$ cat src/rtl/seg7_pkg.sv
// Shared constants and the hex-to-segment table for the stopwatch seven-segment display.
package seg7_pkg;

    localparam int unsigned NUM_DIGITS = 4;
    localparam logic [6:0]  SEG_BLANK  = 7'h7F;
    localparam logic [3:0]  AN_OFF     = 4'hF;

    // Active-low segments, bit0=a .. bit6=g
    function automatic logic [6:0] seg7_lookup(input logic [3:0] nib);
        logic [6:0] seg;
        seg = SEG_BLANK;
        case (nib)
            4'h0: seg = 7'h40;
            4'h1: seg = 7'h79;
            4'h2: seg = 7'h24;
            4'h3: seg = 7'h30;
            4'h4: seg = 7'h19;
            4'h5: seg = 7'h12;
            4'h6: seg = 7'h02;
            4'h7: seg = 7'h78;
            4'h8: seg = 7'h00;
            4'h9: seg = 7'h10;
            4'hA: seg = 7'h08;
            4'hB: seg = 7'h03;
            4'hC: seg = 7'h46;
            4'hD: seg = 7'h21;
            4'hE: seg = 7'h06;
            4'hF: seg = 7'h0E;
            default: seg = SEG_BLANK;
        endcase
        return seg;
    endfunction

endpackage

$ cat src/rtl/seg7_decode.sv
// Combinational hex nibble to active-low seven-segment pattern.
module seg7_decode
    import seg7_pkg::*;
(
    input  logic [3:0] digit,
    output logic [6:0] seg_c
);

    always_comb begin
        seg_c = seg7_lookup(digit);
    end

endmodule

$ cat src/rtl/seg7_scan_driver.sv
// Four-digit multiplexed common-anode display driver with dead-time, blanking and blinking.
module seg7_scan_driver
    import seg7_pkg::*;
#(
    parameter int unsigned SCAN_DIV  = 250000,
    parameter int unsigned DEAD_CYC  = 2500,
    parameter int unsigned BLINK_DIV = 100
)
(
    input  logic       clk,
    input  logic       rst,
    input  logic [3:0] digit0,
    input  logic [3:0] digit1,
    input  logic [3:0] digit2,
    input  logic [3:0] digit3,
    input  logic [3:0] blank_mask,
    input  logic [3:0] blink_mask,
    output logic [6:0] led_seg,
    output logic [3:0] AN,
    output logic       blink_phase
);

    localparam int unsigned SCAN_W  = (SCAN_DIV > 1) ? $clog2(SCAN_DIV) : 1;
    localparam int unsigned BLINK_W = (BLINK_DIV > 1) ? $clog2(BLINK_DIV) : 1;
    localparam int unsigned IDX_W   = $clog2(NUM_DIGITS);

    logic [SCAN_W-1:0]     scan_cnt;
    logic [IDX_W-1:0]      idx;
    logic [BLINK_W-1:0]    blink_cnt;
    logic                  slot_end_c;
    logic                  blink_wrap_c;
    logic                  dark_c;
    logic [3:0]            digit_c;
    logic [6:0]            seg_c;
    logic [NUM_DIGITS-1:0] an_c;

    // Slot timing, digit select and dark decision for the current cycle
    always_comb begin
        slot_end_c   = (scan_cnt == SCAN_W'(SCAN_DIV - 1));
        blink_wrap_c = slot_end_c && (blink_cnt == BLINK_W'(BLINK_DIV - 1));
        digit_c      = digit0;
        case (idx)
            2'd1:    digit_c = digit1;
            2'd2:    digit_c = digit2;
            2'd3:    digit_c = digit3;
            default: digit_c = digit0;
        endcase
        dark_c = (scan_cnt < SCAN_W'(DEAD_CYC)) || blank_mask[idx]
                 || (blink_mask[idx] && blink_phase);
        an_c   = ~(NUM_DIGITS'(1) << idx);
    end

    seg7_decode u_decode (
        .digit (digit_c),
        .seg_c (seg_c)
    );

    always_ff @(posedge clk) begin
        if (rst) begin
            scan_cnt    <= '0;
            idx         <= '0;
            blink_cnt   <= '0;
            blink_phase <= 1'b0;
            AN          <= AN_OFF;
            led_seg     <= SEG_BLANK;
        end else begin
            scan_cnt <= slot_end_c ? '0 : scan_cnt + SCAN_W'(1);
            if (slot_end_c) begin
                idx       <= idx + IDX_W'(1);
                blink_cnt <= blink_wrap_c ? '0 : blink_cnt + BLINK_W'(1);
            end
            if (blink_wrap_c) begin
                blink_phase <= ~blink_phase;
            end
            // Anodes stay off during dead-time so segment changes never ghost
            AN      <= dark_c ? AN_OFF : an_c;
            led_seg <= dark_c ? SEG_BLANK : seg_c;
        end
    end

endmodule

$ cat config.mk
export PLATFORM = sky130hd
export DESIGN_NAME = seg7_scan_driver
export DESIGN_NICKNAME = d
export VERILOG_FILES = /design/src/rtl/seg7_pkg.sv /design/src/rtl/seg7_decode.sv /design/src/rtl/seg7_scan_driver.sv
export SDC_FILE = /design/constraint.sdc
export NUM_CORES = 1
export LEC_CHECK = 0
export ABC_AREA = 1
export BUFFER_PORTS_ARGS = -buffer_cell sky130_fd_sc_hd__buf_2
export CORE_MARGIN = 8
export CORE_UTILIZATION = 55
export DETAILED_ROUTE_END_ITERATION = 10
export PLACE_DENSITY_LB_ADDON = 0.15
export SYNTH_ARGS = -nofsm -noshare
export SYNTH_HDL_FRONTEND = slang
export SYNTH_HIERARCHICAL = 1
export SYNTH_SLANG_ARGS = --single-unit
$ cat constraint.sdc
create_clock -name clk -period 2.65 [get_ports clk]
set_input_delay 0.3975 -clock clk [delete_from_list [all_inputs] [get_ports clk]]
set_output_delay 0.3975 -clock clk [all_outputs]
set_load 0.03 [all_outputs]
### After elaboration in Yosys (flattened, before gate mapping)

Memory sizes are Yosys's and may differ from the RTL's. A register that Yosys moved wholly into a read port is not among the register bits.
Cells that the tools add are included.

* add/sub/neg operators: 3
* magnitude comparators: 2
* equality and inequality tests: 5
* shift operators: 1
* muxes and demuxes: 6
* bitwise operators: 2
* reductions and logical operators: 6

Operators by type and width (count)
* $add A18 B1 Y18 const B: 1
* $eq A18 B18 Y1 const B: 1
* $lt A18 B12 Y1 const B: 1
* $pmux W4 S3: 1
* $add A7 B1 Y7 const B: 1
* $eq A7 B7 Y1 const B: 1
* $mux W7: 1
* $bmux W1 S2: 2
* $eq A2 B2 Y1 const B: 2
* $not A4 Y4: 1
* $reduce_or A2 Y1: 2
* $shl A1 B2 Y4 const A: 1
* $lt A2 B3 Y1 const B: 1
* $add A2 B1 Y2 const B: 1
* $eq A2 B1 Y1 const B: 1
* $logic_and A1 B1 Y1: 2
* $logic_or A1 B1 Y1: 2
* $mux W1: 2
* $not A1 Y1: 1

* flip-flop bits (word level): 32
* bits in read-only memories: 112
* bits of input ports: 26
* memories: 1

Memory list
* (name not given): words 16, width 7, rd ports 1, clocked after memory_dff 1, wr ports 0, line seg7_pkg.sv:12 `case (nib)`

### Logic depth before layout (Yosys ltp)

Gate-level depths: netlist of run 1.

* depth in word-level cells: 5
* depth in mapped cells: 13
* mapped depth without buffers: 12

### Hierarchy

The synthesis of run 1 kept the hierarchy.

Modules (own cells, without submodules)
* seg7_scan_driver: times used 1, cells each 296, area each 2089.5 sq um, seq. area each 780.7 sq um
* seg7_decode: times used 1, cells each 49, area each 274.0 sq um, seq. area each 0.0 sq um

### Least setup slack after synthesis of run 1

Ideal clock, no wire load.

* kind: register -> register
* from: reg idx[0]
* to: reg led_seg[3]
* setup time: 129 ps
* data arrival time: 2066 ps
* setup slack: 455 ps
* stages on the path, launching flop included: 13
* buffers on the path: 1
* clock period less this slack: 2195 ps
* path through: dfxtp_1 -> inv_1 -> ha_1 -> clkbuf_1 -> a21oi_1 -> a32oi_1 -> inv_1 -> ha_1 -> nand2_1 -> nand3_1 -> nand2_1 -> inv_1 -> nand4_1

* elaborated cells on any way between the ends: 12
* classes of those cells: 3 x eq/ne; 5 x mux; 4 x reduce/logical

RTL lines
* from (decl): line seg7_scan_driver.sv:28 `logic [IDX_W-1:0] idx;`
* from (signal assigned): line seg7_scan_driver.sv:69 `idx <= idx + IDX_W'(1);`
* $eq A2 B2 Y1 or $eq A2 B1 Y1 (tied branches): line seg7_scan_driver.sv:42 `case (idx)`
* $pmux W4 S3 (*): line seg7_scan_driver.sv:42
* net digit_c[1]: line seg7_scan_driver.sv:33 `logic [3:0] digit_c;`
* to (decl): line seg7_scan_driver.sv:18 `output logic [6:0] led_seg,`

The timed path passes the listed nets; every way through them passes the cells marked *. The select of a mux whose other input is x is not followed.
A chain may end at the register's enable or synchronous reset.

### Worst setup path after layout of run 1

Ends and elaborated chain as after synthesis.

==> results of run 1 <==
## power by group
| group | switching, mW | internal (mW) |
|---|---|---|
| registers | 0.00518 | 0.590 |
| logic | 0.0504 | 0.0372 |
| clock network | 0.188 | 0.175 |
## cells by family after synthesis
logic type / after synthesis
buffers and inverters: 53
DFF: 39
xor gates and xnor gates: 5
and+or+nand+nor: 202
AOI/OAI and AO/OA: 32
adders and majority gates: 14
## how the worst min path moves through the flow
| stage | from | slack [ps] | end | cells after the start |
|---|---|---|---|---|
| global route | rst | 320 | blink_cnt[4]$_SDFFE_PP0P_ | 2 |
| global placement | scan_cnt[15]$_SDFF_PP0_ | 470 | scan_cnt[15]$_SDFF_PP0_ | 2 |
| detailed placement | blink_cnt[6]$_SDFFE_PP0P_ | 480 | blink_cnt[6]$_SDFFE_PP0P_ | 2 |
| floorplan | scan_cnt[0]$_SDFF_PP0_ | 450 | scan_cnt[0]$_SDFF_PP0_ | 1 |
| finish | rst | 320 | blink_cnt[4]$_SDFFE_PP0P_ | 2 |
| CTS | rst | 320 | blink_cnt[4]$_SDFFE_PP0P_ | 2 |
## synth_stat cells (2+ instances only)
master | n | area [um^2]
nor2_1 | 41 | 154
or2_0 | 2 | 12.5
nor2_2 | 4 | 25.0
buf_6 | 3 | 33.8
a32oi_1 | 4 | 35.0
nand3b_1 | 2 | 15.0
nor2_4 | 4 | 45.0
nand4_1 | 20 | 125
nand2_4 | 2 | 22.5
a21oi_1 | 17 | 85.1
nand2_1 | 88 | 330
nand3_1 | 29 | 145
ha_1 | 14 | 175
o21ai_0 | 9 | 45.0
nor3_1 | 4 | 20.0
inv_2 | 2 | 7.51
inv_1 | 41 | 154
dfxtp_1 | 39 | 781
nand3_2 | 3 | 30.0
xnor2_1 | 4 | 35.0
buf_2 | 4 | 20.0
## metrics by stage
step	instance area (um^2)	utilization, %	cells	setup slack (ps)	total power [mW]
after global placement	2570	60.7	428	319	0.694
after global routing	2660	62.8	434	10.6	1.10
after detailed placement	2570	60.7	428	232	0.694
final	2660	62.8	434	299	1.05
after floorplan	2360	-	345	455	0.664
after CTS	2640	62.4	434	233	1.06
## routing by layer
| layer | GRT usage (%) | wire (um) | vias to the layer above |
|---|---|---|---|
| li1 | - | - | 1186 |
| met1 | 19.3 | 2370 | 1000 |
| met2 | 28.1 | 2420 | 55 |
| met3 | 4.38 | 385 | 7 |
| met4 | 6.07 | 76 | 0 |
| met5 | 0 | 0 | - |
## flip-flops by register name (all words and copies together) (netlist names)
signal       flops
AN               4
blink_phase      1
blink_cnt        7
idx              2
led_seg          7
scan_cnt        18
## critical path, stage by stage, from the launching register on
cell	delay, ps
dfxtp_1	380
inv_1	220
ha_1	390
a21oi_1	120
a32oi_2	320
inv_1	170
ha_1	330
nand2_1	50
nand3_1	70
nand2_1	50
inv_1	40
nand4_1	80
## area by class of cell
cell class                 count  area, um^2
clock buffer                   6        72.6
fill                         415        1580
inverter                      44         165
multi-input combinational    253        1370
sequential                    39         781
tap                           52        65.1
timing repair buffer          40         208
## what timing repair did
item                       in CTS  in global routing
hold endpoints to repair        0                  0
resized for setup               0                  2
setup endpoints to repair       0                  4
## layout by cell type (no fill, tap or decap), types with 3 or more instances in the layout
cell type / instances
xnor2_1: 4
nor3_1: 4
buf_2: 37
nor2_2: 4
ha_1: 14
nand3_1: 29
buf_4: 3
nor2_4: 4
nand2_1: 88
nor2_1: 41
clkbuf_8: 5
nand3_2: 3
nand4_1: 20
a21oi_1: 17
o21ai_0: 9
dfxtp_1: 39
inv_1: 41
==> results.cfg, run 1 <==
[worst_hold_path]
hp-class = in -> reg

[setup_path]
crit_required_ps = 2810
r2r_setup_slack_ps = 300
rr_endpoint = led_seg[3]$_SDFF_PP1_
r2r_start = idx[0]$_SDFFE_PP0P_
arrival_ps = 2510
reg2reg_depth = 11
crit_end = led_seg[3]$_SDFF_PP1_
crit_path_start = idx[0]$_SDFFE_PP0P_
crit_type = reg -> reg
endpoint_kind = register
path_max_fanout = 8
start_kind = register

[synth]
yosys.area_share.simple_pct = 40.4
ys_seq_area_share_pct = 33.0
yosys_warnings = 6
synth_fa_ha_area_share_pct = 7.41
synth_cells = 345
synthesis.nets = 385
synth_ff_type = dfxtp_1
syn_area_per_cell_um2 = 6.85
synth_xor_area_share_pct = 1.85
muxShareOfSynthArea_pct = 0
ys_types = 30
synth-compound-area-share_pct = 7.57
synth_top_family_by_area = simple AND/OR/NAND/NOR gates
synth-edff-count = 0
async_flop_share_pct = 0
syn-cell-area_mm2 = 0.00236
ys_seq_elements = 39

[place]
dp_hpwl_mm = 4.05
gp_congestion = 0.868
io_buffers = 37

[sta]
fin_skew_ps = 5.88
rsz0062_at_grt = no
finalCriticalPeriod_ps = 2350
tightest_slew_ps = 491
whs_ps = 324
hold_viol = 0
period_share_pct = 88.7
setup_viol = 0
setup_tns_ps = 0
max_slew_margin_pct = 67.2
max_freq_mhz = 425
drv_slew = 0

[cts]
numClockSinks = 39
tritoncts = built
cts_root_buf = clkbuf_8
insertion_delay_ps = 290
clockBufferDepth = 2
clkTransAtPathRegs_ps = 70
cts_inserted_buffers = 5
post-cts-setup-buffer-count = 0
htreeDepth = 2
ctsHoldBuffers = 0

[floorplan]
boundaryPins = 38
row_count = 24
die-area_mm2 = 0.00665
die_h_um = 81.6
initial_core_util_pct = 55.8
die_w_um = 81.6
fp.coreArea_mm2 = 0.00423

[grt]
grt_pass1_vias = 2059
overflow = 0
grt_pass1_wl_mm = 8.88
grt_max_degree = 19
antenna_found_initial = 0
track_usage_pct = 16.5

[routing]
postRouteAntennaNets = 0
first_pass_iters = 5
vias = 2248
drc = 0
wl_mm = 5.25
via_per_inst = 5.18
dr.first_iter.drc_count = 157
wl_per_cell_um = 12.1

[job]
drv_cap = 0

[finish]
antenna_cells = 0
final_nets = 423
area_growth_pct = 12.5
drive_above_1_share_pct = 17.3

[power_and_ir_drop]
irDropWorstVdd_uv = 246
power_density_mw_per_mm2 = 393
leakagePower_nw = 1.10

[run_status]
status = finished, final reports clean
(Power assumes the default switching activity.)
==> inputs of run 2 (changes only) <==
ABC_AREA = 0   (was 1)
CORE_UTILIZATION = 30   (was 55)
TNS_END_PERCENT = 20   (was not set)
==> run 2 against run 1 <==
Effect of this change: combinational power rose by 5.5%; sequential power barely moved; critical path depth fell by 3; hold slack improved by 90 ps; synthesized area fell by 8.3%; utilization fell by 27 points; clock power rose by 40%; final cell count fell by 13%; sequential share of layout area rose by 0.84 points; setup slack got worse by 110 ps; register-to-register slack got worse by 110 ps.
==> results.cfg, run 2 <==
[grt]
track_usage_pct = 10.3
grt_pass1_vias = 1752
grt_max_degree = 18
overflow = 0
antenna_found_initial = 0
grt_pass1_wl_mm = 8.45

[place]
gp_congestion = 0.762
io_buffers = 37
dp_hpwl_mm = 3.78
dp.cells = 370

[sta]
finalCriticalPeriod_ps = 2470
hold_viol = 0
setup_viol = 0
setup_tns_ps = 0
rsz0062_at_grt = no
drv_slew = 0
period_share_pct = 93.0
max_slew_margin_pct = 48.4
max_freq_mhz = 406
fin_skew_ps = 14.2
tightest_slew_ps = 752

[synth]
syn-cell-area_mm2 = 0.00217
yosys_warnings = 6
synth_ff_type = dfxtp_1
synth_top_area_cell = dfxtp_1
ys_seq_area_share_pct = 36.0
syn_area_per_cell_um2 = 9.18
ys_top_cells_by_count = dfxtp_1, nand3_1, nor2_1, inv_1, ha_1
synth-edff-count = 0
ys_types = 49
synth_cells = 236
yosysMostFrequentCell = dfxtp_1
synthesis.nets = 276
synth_area_leaders = dfxtp_1, ha_1, nand3_1
ys_seq_elements = 39
async_flop_share_pct = 0
synth_top_area_share_pct = 36.0

[cts]
numClockSinks = 39
ctsHoldBuffers = 0
tritoncts = built
htreeDepth = 2
clockBufferDepth = 2
cts_root_buf = clkbuf_8
insertion_delay_ps = 300
clkTransAtPathRegs_ps = 90
cts_inserted_buffers = 5

[worst_hold_path]
worstHoldStart = rst
hp-class = in -> reg

[setup_path]
r2r_start = idx[0]$_SDFFE_PP0P_
crit_type = reg -> reg
path_max_fanout = 5
crit_path_start = idx[0]$_SDFFE_PP0P_
crit_required_ps = 2830
start_kind = register
arrival_ps = 2640
endpoint_kind = register

[routing]
wl_per_cell_um = 13.4
drc = 0
wl_mm = 5.08
first_pass_iters = 4
via_per_inst = 4.92
postRouteAntennaNets = 0
vias = 1858
dr.first_iter.drc_count = 99

[finish]
drive_above_1_share_pct = 22.9
top_regs = scan_cnt x18, blink_cnt x7, led_seg x7
largest_register = scan_cnt
antenna_cells = 0
layout_common_cells = dfxtp_1, buf_2, nand3_1
area_growth_pct = 19.3
fin_cells = 378
largest_reg_flops = 18
final_nets = 318
layout_commonest_cell = dfxtp_1

[floorplan]
row_count = 31
fp.coreArea_mm2 = 0.00714
die-area_mm2 = 0.0102
boundaryPins = 38
die_h_um = 101
initial_core_util_pct = 30.4
die_w_um = 101

[power_and_ir_drop]
irDropWorstVdd_uv = 182
leakagePower_nw = 1.01
power_density_mw_per_mm2 = 462

[job]
drv_cap = 0

[run_status]
status = finished, final reports clean
[run 2: cell types whose count changed after synthesis, sizes merged, moves of 4 or more]
cell / before / now
or4: 0 / 4
xnor2: 4 / 8
a21oi: 17 / 10
nor4: 0 / 4
nor2: 49 / 20
mux2i: 0 / 10
inv: 43 / 15
a222oi: 0 / 4
a32oi: 4 / 0
and3: 0 / 4
nand3b: 2 / 7
nand2: 91 / 10
nand3: 33 / 21
nand4: 20 / 2
[run 2: worst max-delay path: stages (launching register included)]
cell      delay, ps
dfxtp_1         400
inv_1           120
ha_1            280
a222oi_1        330
mux2i_1         190
buf_4           190
ha_1            220
mux4_1          460
nand3b_1        160
[run 2: path summary, 6_finish.rpt]
check,endpoint,slack (ps),cells after the start
worst min register to register,scan_cnt[0]$_SDFF_PP0_,470,1
worst min-delay path,idx[1]$_SDFFE_PP0P_,410,2
worst max register to register,led_seg[3]$_SDFF_PP1_,180,8
worst max-delay path,led_seg[3]$_SDFF_PP1_,180,8
[run 2: cell families (layout without fill, tap and decap cells)]
| group | count (synthesis) | after routing | share of synthesized area (%) |
|---|---|---|---|
| buffers and inverters | 25 | 68 | 5.54 |
| xor gates and xnor gates | 11 | 11 | 4.45 |
| adders and majority gates | 14 | 14 | 8.08 |
| muxes | 14 | 14 | 8.43 |
| DFF | 39 | 39 | 36.0 |
| and+or+nand+nor | 92 | 92 | 23.4 |
| AOI/OAI and AO/OA | 41 | 41 | 14.0 |
[run 2: repair_timing]
| action | 4_1_cts | 5_1_grt |
|---|---|---|
| gates resized for setup | 0 | 1 |
| setup buffers | 0 | 0 |
| setup endpoints to repair | 0 | 1 |
[run 2: where the power goes]
group | internal, mW | switching (mW) | total, mW
registers | 0.589 | 0.00488 | 0.594
logic | 0.0475 | 0.0448 | 0.0923
clock network | 0.281 | 0.227 | 0.507
total | 0.917 | 0.277 | 1.19
[run 2: cell type report]
cell class	instances	area [um^2]
Clock buffer	5	68.8
Timing Repair Buffer	45	245
Inverter	15	56.3
Clock inverter	3	43.8
Multi-Input combinational cell	172	1270
Fill cell	768	4550
Tap cell	99	124
Sequential cell	39	781
[run 2: per-stage QoR]
step	worst slack [ps]	util (%)	power, mW	instance area, um^2	hold WS (ps)
3_3_place_gp	285	34.6	0.703	2470	458
5_1_grt	46.4	36.2	1.25	2580	433
4_1_cts	169	36.2	1.22	2580	416
3_5_place_dp	201	34.6	0.701	2470	461
2_1_floorplan	147	-	0.665	2170	442
6_report	185	36.2	1.19	2580	414
[run 2: per-layer routing]
metal,up-vias,GRT usage (%),wire [um]
met5,-,0,0
met4,0,4.47,61
met3,5,3.31,499
met2,72,15.4,2020
met1,834,13.0,2500
li1,947,-,-
